### config.mk
export PLATFORM = sky130hd
export DESIGN_NAME = fetch_ctrl
export DESIGN_NICKNAME = d
export VERILOG_FILES = /design/src/rtl/mips_pkg.sv /design/src/rtl/pc_reg.sv /design/src/rtl/fetch_ctrl.sv
export SDC_FILE = /design/constraint.sdc
export NUM_CORES = 1
export LEC_CHECK = 0
export CAP_MARGIN = 20
export CORE_AREA = 5 5 97 81
export DETAILED_ROUTE_END_ITERATION = 7
export DIE_AREA = 0 0 102 86
export HOLD_SLACK_MARGIN = 0.06
export PLACE_DENSITY = 0.77
export SLEW_MARGIN = 25
export SYNTH_ARGS = -nofsm -noshare
export SYNTH_HDL_FRONTEND = slang
export SYNTH_SLANG_ARGS = --single-unit
export TNS_END_PERCENT = 10
### constraint.sdc
create_clock -name clk -period 3.9 [get_ports clk]
set_input_delay 0.585 -clock clk [delete_from_list [all_inputs] [get_ports clk]]
set_output_delay 0.585 -clock clk [all_outputs]
set_load 0.02 [all_outputs]
### src/rtl/mips_pkg.sv
// Shared definitions for the fetch stage and the stall control block:
// opcode classes, the NOP word and the fetch FSM state type.
package mips_pkg;

  localparam logic [5:0]  OP_HLT     = 6'b010001;
  localparam logic [5:0]  OP_LD      = 6'b010100;
  localparam logic [3:0]  OP_JMP_PFX = 4'b0111;
  localparam logic [31:0] NOP        = 32'h0000_0000;

  typedef enum logic [1:0] {
    ST_RUN   = 2'd0,
    ST_JWAIT = 2'd1,
    ST_HALT  = 2'd2
  } fetch_state_e;

  function automatic logic is_ld(input logic [5:0] op);
    return op == OP_LD;
  endfunction

  function automatic logic is_hlt(input logic [5:0] op);
    return op == OP_HLT;
  endfunction

  function automatic logic is_jmp(input logic [5:0] op);
    return op[5:2] == OP_JMP_PFX;
  endfunction

endpackage

### src/rtl/pc_reg.sv
// Program counter: load has priority over increment, otherwise holds.
// Wraps modulo 2^PC_W; async active-low reset to RESET_PC.
module pc_reg #(
  parameter int              PC_W     = 8,
  parameter logic [PC_W-1:0] RESET_PC = '0
) (
  input  logic            clk_i,
  input  logic            rst_ni,
  input  logic            ld_i,
  input  logic            inc_i,
  input  logic [PC_W-1:0] ld_val_i,
  output logic [PC_W-1:0] pc_o
);

  logic [PC_W-1:0] pc_q, pc_d;

  always_comb begin
    pc_d = pc_q;
    if (ld_i) begin
      pc_d = ld_val_i;
    end else if (inc_i) begin
      pc_d = pc_q + PC_W'(1);
    end
  end

  always_ff @(posedge clk_i or negedge rst_ni) begin
    if (!rst_ni) begin
      pc_q <= RESET_PC;
    end else begin
      pc_q <= pc_d;
    end
  end

  assign pc_o = pc_q;

endmodule

### src/rtl/fetch_ctrl.sv
// Instruction fetch: owns the PC and IF/ID register, reacts to load-use, jump
// and halt stalls, and flags protocol errors (unknown-op stall, stall_pm skew).
module fetch_ctrl
  import mips_pkg::*;
#(
  parameter int              PC_W     = 8,
  parameter logic [PC_W-1:0] RESET_PC = '0,
  parameter int              CNT_W    = 16
) (
  input  logic             clk,
  input  logic             reset,
  input  logic             stall,
  input  logic             stall_pm,
  input  logic [31:0]      pm_data,
  output logic [PC_W-1:0]  pm_addr,
  output logic             pm_en,
  output logic [31:0]      instr,
  output logic             instr_valid,
  output logic [5:0]       op,
  output logic             halted,
  output logic [CNT_W-1:0] stall_cnt,
  output logic             err
);

  fetch_state_e     state_q, state_d;
  logic [31:0]      instr_q, instr_d;
  logic             valid_q, valid_d;
  logic             halted_q, halted_d;
  logic             err_q, err_d;
  logic [CNT_W-1:0] cnt_q, cnt_d;
  logic             stall_prev_q;
  logic             chk_en_q;

  logic             pc_ld, pc_inc;
  logic [PC_W-1:0]  pc;
  logic [5:0]       cur_op;

  assign cur_op = instr_q[31:26];

  pc_reg #(
    .PC_W     (PC_W),
    .RESET_PC (RESET_PC)
  ) u_pc_reg (
    .clk_i    (clk),
    .rst_ni   (reset),
    .ld_i     (pc_ld),
    .inc_i    (pc_inc),
    .ld_val_i (instr_q[PC_W-1:0]),
    .pc_o     (pc)
  );

  always_comb begin
    state_d  = state_q;
    instr_d  = instr_q;
    valid_d  = 1'b0;
    halted_d = halted_q;
    err_d    = err_q;
    pc_ld    = 1'b0;
    pc_inc   = 1'b0;

    case (state_q)
      ST_RUN: begin
        if (!stall) begin
          pc_inc  = 1'b1;
          instr_d = pm_data;
          valid_d = 1'b1;
        end else if (is_jmp(cur_op)) begin
          // instr keeps the jump so the stall block still sees it in JWAIT
          pc_ld   = 1'b1;
          state_d = ST_JWAIT;
        end else if (is_hlt(cur_op)) begin
          halted_d = 1'b1;
          state_d  = ST_HALT;
        end else if (!is_ld(cur_op)) begin
          err_d = 1'b1;
        end
      end
      ST_JWAIT: begin
        if (!stall) begin
          pc_inc  = 1'b1;
          instr_d = pm_data;
          valid_d = 1'b1;
          state_d = ST_RUN;
        end
      end
      ST_HALT: begin
      end
      default: state_d = ST_RUN;
    endcase

    if ((state_q != ST_HALT) && chk_en_q && (stall_pm != stall_prev_q)) begin
      err_d = 1'b1;
    end
  end

  always_comb begin
    cnt_d = cnt_q;
    if (stall && (cnt_q != {CNT_W{1'b1}})) begin
      cnt_d = cnt_q + CNT_W'(1);
    end
  end

  always_ff @(posedge clk or negedge reset) begin
    if (!reset) begin
      state_q      <= ST_RUN;
      instr_q      <= NOP;
      valid_q      <= 1'b0;
      halted_q     <= 1'b0;
      err_q        <= 1'b0;
      cnt_q        <= '0;
      stall_prev_q <= 1'b0;
      chk_en_q     <= 1'b0;
    end else begin
      state_q      <= state_d;
      instr_q      <= instr_d;
      valid_q      <= valid_d;
      halted_q     <= halted_d;
      err_q        <= err_d;
      cnt_q        <= cnt_d;
      stall_prev_q <= stall;
      chk_en_q     <= 1'b1;
    end
  end

  assign pm_addr     = pc;
  assign pm_en       = ~stall & (state_q != ST_HALT);
  assign instr       = instr_q;
  assign instr_valid = valid_q;
  assign op          = cur_op;
  assign halted      = halted_q;
  assign stall_cnt   = cnt_q;
  assign err         = err_q;

endmodule

==> results of run 1 <==
==> worst min path at each step <==
stage / startpoint / to / slack [ns] / cells past startpoint
6_report: reset / stall_cnt[13] / 0.34 / 1
5_1_grt: reset / stall_cnt[13] / 0.41 / 1
4_1_cts: reset / stall_cnt[13] / 0.36 / 1
3_5_place_dp: chk_en_q / err / 0.47 / 2
3_3_place_gp: chk_en_q / err / 0.45 / 2
2_1_floorplan: reset / chk_en_q / 0.29 / 0
==> layer usage <==
metal | up-vias | GRT usage | wire (um)
met3 | 8 | 0.0732 | 711
li1 | 1038 | - | -
met1 | 1070 | 0.206 | 2900
met4 | 0 | 0.0453 | 63
met5 | - | 0 | 0
met2 | 89 | 0.241 | 2970
==> registers in the layout (all words and copies together) (netlist names) <==
name           count
instr             32
stall_cnt         16
u_pc_reg.pc_o      8
state_q            2
chk_en_q           1
err                1
halted             1
instr_valid        1
stall_prev_q       1
==> stage by stage <==
| step | hold WS (ns) | utilization | total power, mW |
|---|---|---|---|
| 4_1_cts | 0.365 | 0.620 | 2.95 |
| 3_3_place_gp | 0.450 | 0.586 | 2.26 |
| 2_1_floorplan | 0.289 | - | 1.75 |
| 3_5_place_dp | 0.466 | 0.586 | 2.29 |
| 5_1_grt | 0.410 | 0.620 | 3.10 |
| 6_report | 0.344 | 0.620 | 2.92 |
==> report_power, final <==
part           internal, mW  leakage, nW  switching [mW]
registers             0.851        0.761           0.206
clock network         0.380        0.109           0.267
logic                 0.631        0.851           0.579
total                  1.86         1.72            1.05
==> final cells by class <==
| type | count | area (um^2) | share of cell area |
|---|---|---|---|
| flip-flops and latches | 63 | 1580 | 0.378 |
| well taps | 87 | 109 | 0.0261 |
| inverters | 7 | 26.3 | 0.00630 |
| clock buffers | 10 | 138 | 0.0330 |
| repair buffers | 103 | 1020 | 0.245 |
| multi-input cells | 149 | 1200 | 0.289 |
| clock inverters | 6 | 92.6 | 0.0222 |
==> synth_stat cells, types with 2 or more instances <==
master,instances
a22oi_1,3
a22oi_2,2
mux2i_1,4
o21ai_0,3
buf_6,2
and3_1,5
o21ai_1,3
and4_1,4
inv_1,7
nor2_1,6
buf_2,4
nor2b_1,4
nand2b_1,2
nor3_1,2
o21a_1,3
a31oi_1,3
nand4_1,8
buf_4,7
and2_1,2
nand2_1,12
ha_1,2
nand3_1,8
o32ai_1,2
a21oi_1,8
a41oi_1,2
nand4_2,2
mux2_2,27
xnor2_1,9
dfrtp_1,63
mux2_1,7
==> critical path, cell delays in order <==
cell             delay (ns)
clkdlybuf4s50_1        0.57
a21oi_1                0.20
clkdlybuf4s50_1        0.63
==> kinds of logic after synthesis <==
logic type                 after synthesis  share of synthesized area
buffers and inverters                   21                     0.0468
AOI/OAI and AO/OA                       34                     0.0816
muxes                                   38                      0.145
DFF                                     63                      0.541
xor gates and xnor gates                10                     0.0301
other                                    1                    0.00129
and+or+nand+nor                         64                      0.145
adders and majority gates                2                    0.00859
==> flow_metrics.env, run 1 <==
export IMPL_cts_buffer_depth=2
export IMPL_final_common_cell="clkdlybuf4s50_1"
export IMPL_maxCapViolations=0
export IMPL_hold_viol=0
export IMPL_timing_slew_headroom=0.382
export IMPL_clock_sinks=63
export IMPL_rows=27
export IMPL_fin_setup_tns_ns=0
export IMPL_antenna_found_initial=0
export IMPL_grt_start_max_net_pins=38
export IMPL_syn_inst=233
export IMPL_cts_tree="yes"
export IMPL_htreeDepth=3
export IMPL_skew_ns=0.00725
export IMPL_drt_iter0_drc=100
export IMPL_ys_async_sr_fraction=1.00
export IMPL_ir_worst_vdd_v=0.000424
export IMPL_reg2reg_to="instr[12]"
export IMPL_cts_root_buf="clkbuf_8"
export IMPL_worstSetupPathType="in2out"
export IMPL_required_ns=3.31
export IMPL_status="finished, final reports clean"
export IMPL_wl_per_cell_um=15.6
export IMPL_clkTransAtPathRegs_ns=0.07
export IMPL_crit_path_end="pm_en"
export IMPL_cts_resized=0
export IMPL_ys_warn_count=0
export IMPL_crit_arrival_ns=1.99
export IMPL_dpl_cell_area_um2=3940
export IMPL_via_per_inst=5.19
export IMPL_setup_viol=0
export IMPL_synth_seq_cells=63
export IMPL_rsz0062_at_grt="false"
export IMPL_die_area_um2=8770
export IMPL_die_y_um=86
export IMPL_via_count=2205
export IMPL_final_cell_mix="100 x clkdlybuf4s50_1, 63 x dfrtp_1, 27 x mux2_2"
export IMPL_n_antenna_cell=0
export IMPL_syn_area_um2=2910
export IMPL_crit_fanout=7
export IMPL_synth_ff_type="dfrtp_1"
export IMPL_synth_edf_count=0
export IMPL_end_kind="output port"
export IMPL_timing_fmax_mhz=388
export IMPL_powerDensity_nw_per_um2=699
export IMPL_insertion_delay_ns=0.33
export IMPL_gp_congestion=0.813
export IMPL_synth_nets=271
export IMPL_nNetsFinal=371
export IMPL_io_pin_count=102
export IMPL_start_util=0.433
export IMPL_drc=0
export IMPL_final_layout_size_suffix_gt1_frac=0.172
export IMPL_io_buffers=101
export IMPL_wirelength_um=6640
export IMPL_fin_cells=425
export IMPL_dp_cells=409
export IMPL_startpoint="stall"
export IMPL_grtUsageTotal=0.159
export IMPL_die_width_um=102
export IMPL_period_minus_slack_ns=2.57
export IMPL_synth_top_area_cell="dfrtp_1"
export IMPL_rrSetupSlack_ns=2.06
export IMPL_worstRegToRegCells=2
export IMPL_grt_pass1_wl_um=11000
export IMPL_area_growth_pct=43.1
export IMPL_synth_top_area_frac=0.541
export IMPL_avgSynthCellArea_um2=12.5
export IMPL_post_place_ws_ns=1.33
export IMPL_hold_class="in2async"
export IMPL_worst_slew_pin_transition_ns=0.924
export IMPL_fin_crit_sh=0.660
export IMPL_cts_buffers=9
export IMPL_start_kind="primary input"
export IMPL_drv_slew=0
export IMPL_timing_rr_start="state_q[1]"
export IMPL_grt_pass1_vias=2264
export IMPL_yosysUniqueCellTypes=47
export IMPL_drtPass1Iterations=4
export IMPL_grt_overflow_total=0
export IMPL_hpwl_um=4840
export IMPL_fin_ws_ns=1.33
export IMPL_fillers=540
export IMPL_core_area_um2=6720
export IMPL_post_cts_buffers=0
export IMPL_ys_seq_area_frac=0.541
export IMPL_stdcell_area_um2=4170
export IMPL_yosys_top_cells_area="dfrtp_1 54%, mux2_2 10%, mux2_1 2.7%"
export IMPL_drtAntennaViolNets=0
export IMPL_cts_hold_buf=0
export IMPL_p_leak_nw=1.72
No activity file was read; power rests on OpenSTA's default activity.
==> run 2, diff against run 1 <==
==> constraint.sdc (replaced) <==
create_clock -name clk -period 2.6 [get_ports clk]
set_input_delay 0.39 -clock clk [delete_from_list [all_inputs] [get_ports clk]]
set_output_delay 0.39 -clock clk [all_outputs]
set_load 0.02 [all_outputs]
==> flow_metrics.env, run 2 (synthesized netlist as in run 1, its figures left out) <==
export IMPL_grt_pass1_wl_um=11100
export IMPL_start_util=0.433
export IMPL_hold_viol=0
export IMPL_crit_arrival_ns=1.81
export IMPL_power_mw=4.18
export IMPL_fillers=547
export IMPL_fin_ws_ns=0.401
export IMPL_timing_slew_headroom=0.561
export IMPL_die_width_um=102
export IMPL_die_area_um2=8770
export IMPL_maxCapViolations=0
export IMPL_fin_cells=425
export IMPL_critical_path_slowest_cell="clkdlybuf4s50_1"
export IMPL_skew_ns=0.00488
export IMPL_via_count=2196
export IMPL_status="finished, final reports clean"
export IMPL_gp_congestion=0.855
export IMPL_drv_slew=0
export IMPL_rsz0062_at_grt="false"
export IMPL_cts_root_buf="clkbuf_8"
export IMPL_cts_resized=0
export IMPL_utilization=0.616
export IMPL_critical_path_most_common_cell="clkdlybuf4s50_1"
export IMPL_grt_overflow_total=0
export IMPL_clock_sinks=63
export IMPL_start_kind="primary input"
export IMPL_wirelength_um=6670
export IMPL_crit_fanout=6
export IMPL_htreeDepth=3
export IMPL_nNetsFinal=372
export IMPL_grt_start_max_net_pins=37
export IMPL_insertion_delay_ns=0.33
export IMPL_final_layout_size_suffix_gt1_frac=0.169
export IMPL_fin_setup_tns_ns=0
export IMPL_hold_class="in2async"
export IMPL_worst_slew_pin_transition_ns=0.659
export IMPL_cts_buffers=9
export IMPL_n_antenna_cell=0
export IMPL_cts_buffer_depth=2
export IMPL_hpwl_um=4870
export IMPL_area_growth_pct=42.3
export IMPL_drtPass1Iterations=4
export IMPL_clkTransAtPathRegs_ns=0.06
export IMPL_critical_path_max_stage_delay_ns=0.63
export IMPL_crit_chain="clkdlybuf4s50_1 > a21oi_1 > clkdlybuf4s50_1"
export IMPL_final_cell_mix="100 x clkdlybuf4s50_1, 63 x dfrtp_1, 27 x mux2_2"
export IMPL_dpl_cell_area_um2=3970
export IMPL_rows=27
export IMPL_wl_per_cell_um=15.7
export IMPL_io_buffers=101
export IMPL_grt_pass1_vias=2304
export IMPL_cts_tree="yes"
export IMPL_via_per_inst=5.17
export IMPL_ir_worst_vdd_v=0.000589
export IMPL_powerDensity_nw_per_um2=1010
export IMPL_drc=0
export IMPL_grtUsageTotal=0.163
export IMPL_die_y_um=86
export IMPL_p_leak_nw=1.72
export IMPL_dp_cells=410
export IMPL_core_area_um2=6720
export IMPL_drt_iter0_drc=114
export IMPL_end_kind="output port"
export IMPL_worstSetupPathType="in2out"
export IMPL_drtAntennaViolNets=0
export IMPL_timing_fmax_mhz=455
export IMPL_antenna_found_initial=0
export IMPL_required_ns=2.21
export IMPL_cts_hold_buf=0
export IMPL_stdcell_area_um2=4140
export IMPL_io_pin_count=102
export IMPL_largest_reg_flops=32
export IMPL_worstRegToRegCells=4
export IMPL_fin_crit_sh=0.846
export IMPL_setup_viol=0
export IMPL_final_common_cell="clkdlybuf4s50_1"
export IMPL_post_place_ws_ns=0.387
export IMPL_post_cts_buffers=0
export IMPL_period_minus_slack_ns=2.20
export IMPL_holdWs_ns=0.0824
run 2: cell count changes in the layout (fill, tap and decap cells not counted):
cell	previous run	this run
clkbuf_1	0	1
inv_6	1	0
bufinv_16	2	0
buf_4	2	1
clkinvlp_4	2	0
buf_12	0	2
clkinv_2	0	2
clkbuf_8	10	11
run 2: final cells by class:
class                           instances  area, um^2  share of cell area
Clock buffer                           12         155              0.0374
Inverter                                7        26.3             0.00634
Sequential cell                        63        1580               0.380
Tap cell                               87         109              0.0263
Multi-Input combinational cell        149        1200               0.291
Timing Repair Buffer                  104        1050               0.254
Clock inverter                          3        18.8             0.00453
run 2: worst max-delay path, delay by kind of cell:
kind	cells	cell delay (ns)
buffers and inverters	2	1.19
AOI/OAI and AO/OA	1	0.22
run 2: final timing paths:
kind	start	to	slack (ns)
max	stall	pm_en	0.40
min	reset	stall_cnt[14]	0.08
max reg2reg	instr[31]	u_pc_reg.pc_o[0]	0.81
min reg2reg	chk_en_q	err	0.47
max in group asynchronous	reset	stall_prev_q	1.89
min in group clk	chk_en_q	err	0.47
run 2: per-layer routing:
metal  track usage  part of all wire  vias up
li1              -                 -     1040
met1         0.204              0.46     1066
met2         0.254              0.43       84
met3        0.0756              0.10        6
met4        0.0501             0.010        0
met5             0                 0        -
run 2: power by group:
group          leakage, nW  switching [mW]  internal (mW)
clock network       0.0922           0.364          0.391
logic                0.865           0.874          0.964
registers            0.761           0.306           1.28
total                 1.72            1.54           2.63
==> run 3, diff against run 2 <==
--- a/config.mk
+++ b/config.mk
@@ -6,11 +6,11 @@
 export NUM_CORES = 1
 export LEC_CHECK = 0
 export CAP_MARGIN = 20
-export CORE_AREA = 5 5 97 81
+export CORE_AREA = 5 5 101 84
 export DETAILED_ROUTE_END_ITERATION = 7
-export DIE_AREA = 0 0 102 86
+export DIE_AREA = 0 0 106 89
 export HOLD_SLACK_MARGIN = 0.06
-export PLACE_DENSITY = 0.77
+export PLACE_DENSITY = 0.75
 export SLEW_MARGIN = 25
 export SYNTH_ARGS = -nofsm -noshare
 export SYNTH_HDL_FRONTEND = slang
==> constraint.sdc (replaced) <==
create_clock -name clk -period 1.9 [get_ports clk]
set_input_delay 0.285 -clock clk [delete_from_list [all_inputs] [get_ports clk]]
set_output_delay 0.285 -clock clk [all_outputs]
set_load 0.02 [all_outputs]
==> flow_metrics.env, run 3 (synthesized netlist as in run 1, its figures left out) <==
export IMPL_crit_fanout=7
export IMPL_power_mw=5.87
export IMPL_critical_path_slowest_cell="clkdlybuf4s50_1"
export IMPL_grt_start_max_net_pins=64
export IMPL_drtAntennaViolNets=0
export IMPL_fin_crit_sh=0.921
export IMPL_drc=0
export IMPL_seqCellArea_um2=1580
export IMPL_p_leak_nw=1.76
export IMPL_cts_root_buf="clkbuf_8"
export IMPL_wirelength_um=6610
export IMPL_n_antenna_cell=0
export IMPL_area_growth_pct=45.1
export IMPL_die_y_um=89
export IMPL_start_util=0.400
export IMPL_reg2reg_to="stall_cnt[1]"
export IMPL_period_minus_slack_ns=1.75
export IMPL_path_buf_inv=1
export IMPL_hold_depth=1
export IMPL_crit_chain="clkdlybuf4s50_1"
export IMPL_final_cell_mix="99 x clkdlybuf4s50_1, 63 x dfrtp_1, 27 x mux2_2"
export IMPL_start_kind="flop"
export IMPL_p_sw_frac=0.364
export IMPL_hold_viol=0
export IMPL_fin_setup_tns_ns=0
export IMPL_io_buffers=101
export IMPL_holdWs_ns=0.482
export IMPL_wl_per_cell_um=15.2
export IMPL_die_area_um2=9430
export IMPL_pwr_share_seq=0.371
export IMPL_largest_reg_flops=32
export IMPL_utilization=0.580
export IMPL_via_per_inst=5.04
export IMPL_end_kind="output port"
export IMPL_switchingPower_mw=2.14
export IMPL_io_pin_count=102
export IMPL_cpLargestDelayFamily="buffers and inverters"
export IMPL_crit_arrival_ns=1.46
export IMPL_grtUsageTotal=0.149
export IMPL_timing_fmax_mhz=572
export IMPL_p_int_mw=3.73
export IMPL_core_area_um2=7290
export IMPL_antenna_found_initial=0
export IMPL_rows=28
export IMPL_rsz0062_at_grt="false"
export IMPL_htreeDepth=3
export IMPL_status="finished, final reports clean"
export IMPL_via_count=2198
export IMPL_ir_worst_vdd_v=0.000635
export IMPL_drv_slew=0
export IMPL_clkTransAtPathRegs_ns=0.07
export IMPL_critical_path_max_stage_delay_ns=0.66
export IMPL_setup_viol=0
export IMPL_powerDensity_nw_per_um2=1390
export IMPL_multi_input_area_um2=1210
export IMPL_fillers=642
export IMPL_timing_rr_start="stall_cnt[0]"
export IMPL_nNetsFinal=379
export IMPL_gp_congestion=0.768
export IMPL_maxCapViolations=0
export IMPL_worstSetupPathType="reg2out"
export IMPL_p_comb_frac=0.433
export IMPL_hold_path_end="halted"
export IMPL_cts_buffers=9
export IMPL_clock_sinks=63
export IMPL_grt_pass1_wl_um=11100
export IMPL_hold_class="reg2reg"
export IMPL_cts_buffer_depth=2
export IMPL_final_common_cell="clkdlybuf4s50_1"
export IMPL_rrSetupSlack_ns=0.15
export IMPL_final_layout_size_suffix_gt1_frac=0.191
export IMPL_cts_tree="yes"
export IMPL_worstRegToRegCells=5
export IMPL_insertion_delay_ns=0.34
export IMPL_drt_iter0_drc=39
export IMPL_clkPwrFrac=0.196
export IMPL_die_width_um=106
export IMPL_skew_ns=0.0108
export IMPL_drtPass1Iterations=4
export IMPL_min_from="halted"
export IMPL_required_ns=1.62
export IMPL_grt_overflow_total=0
export IMPL_grt_pass1_vias=2279
export IMPL_hpwl_um=4770
-- run 3: power by group through the flow --
stage               Combinational [mW]  Clock [mW]  Sequential, mW
global route                      2.72        1.26            2.25
global placement                  2.54           0            2.18
finish                            2.54        1.15            2.18
CTS                               2.58        1.19            2.18
floorplan                         1.02           0            2.58
detailed placement                2.57           0            2.20
-- run 3: layer usage --
layer,vias up,wire (um),share of wire,track usage
met5,-,0,0,0
met4,0,15,0.0023,0.0282
met3,2,483,0.073,0.0686
met2,59,3270,0.49,0.249
met1,1086,2850,0.43,0.180
li1,1051,-,-,-
-- run 3: repair_timing --
action / 4_1_cts / 5_1_grt
buffers inserted: 0 / 0
gates resized for setup: 1 / 1
setup endpoints to repair: 1 / 1
hold buffers: 1 / 0
endpoints found under the hold margin: 63 / 0
-- run 3: through the flow --
step           setup WS, ns  instances  cell area, um^2
3_3_place_gp        -0.0425        419             4020
6_report              0.150        436             4230
3_5_place_dp        -0.0697        419             4020
2_1_floorplan         0.199        233             2910
5_1_grt             0.00236        436             4230
4_1_cts               0.109        436             4230
-- run 3: worst max-delay path by stage --
stage | start | to | slack, ns | cells after the start
after floorplan | stall_cnt[0] | stall_cnt[1] | 0.20 | 5
after global placement | stall | u_pc_reg.pc_o[4] | -0.04 | 5
after detailed placement | stall | u_pc_reg.pc_o[4] | -0.07 | 5
after CTS | stall_cnt[0] | stall_cnt[1] | 0.11 | 5
after global routing | stall_cnt[0] | stall_cnt[1] | 0.002 | 5
final | stall_cnt[6] | stall_cnt[6] | 0.15 | 1
-- run 3: final cells by class --
type	count	share of cell area
clock buffers	10	0.0326
clock inverters	6	0.0142
inverters	7	0.00622
multi-input cells	149	0.285
flip-flops and latches	63	0.373
well taps	90	0.0266
repair buffers	111	0.262
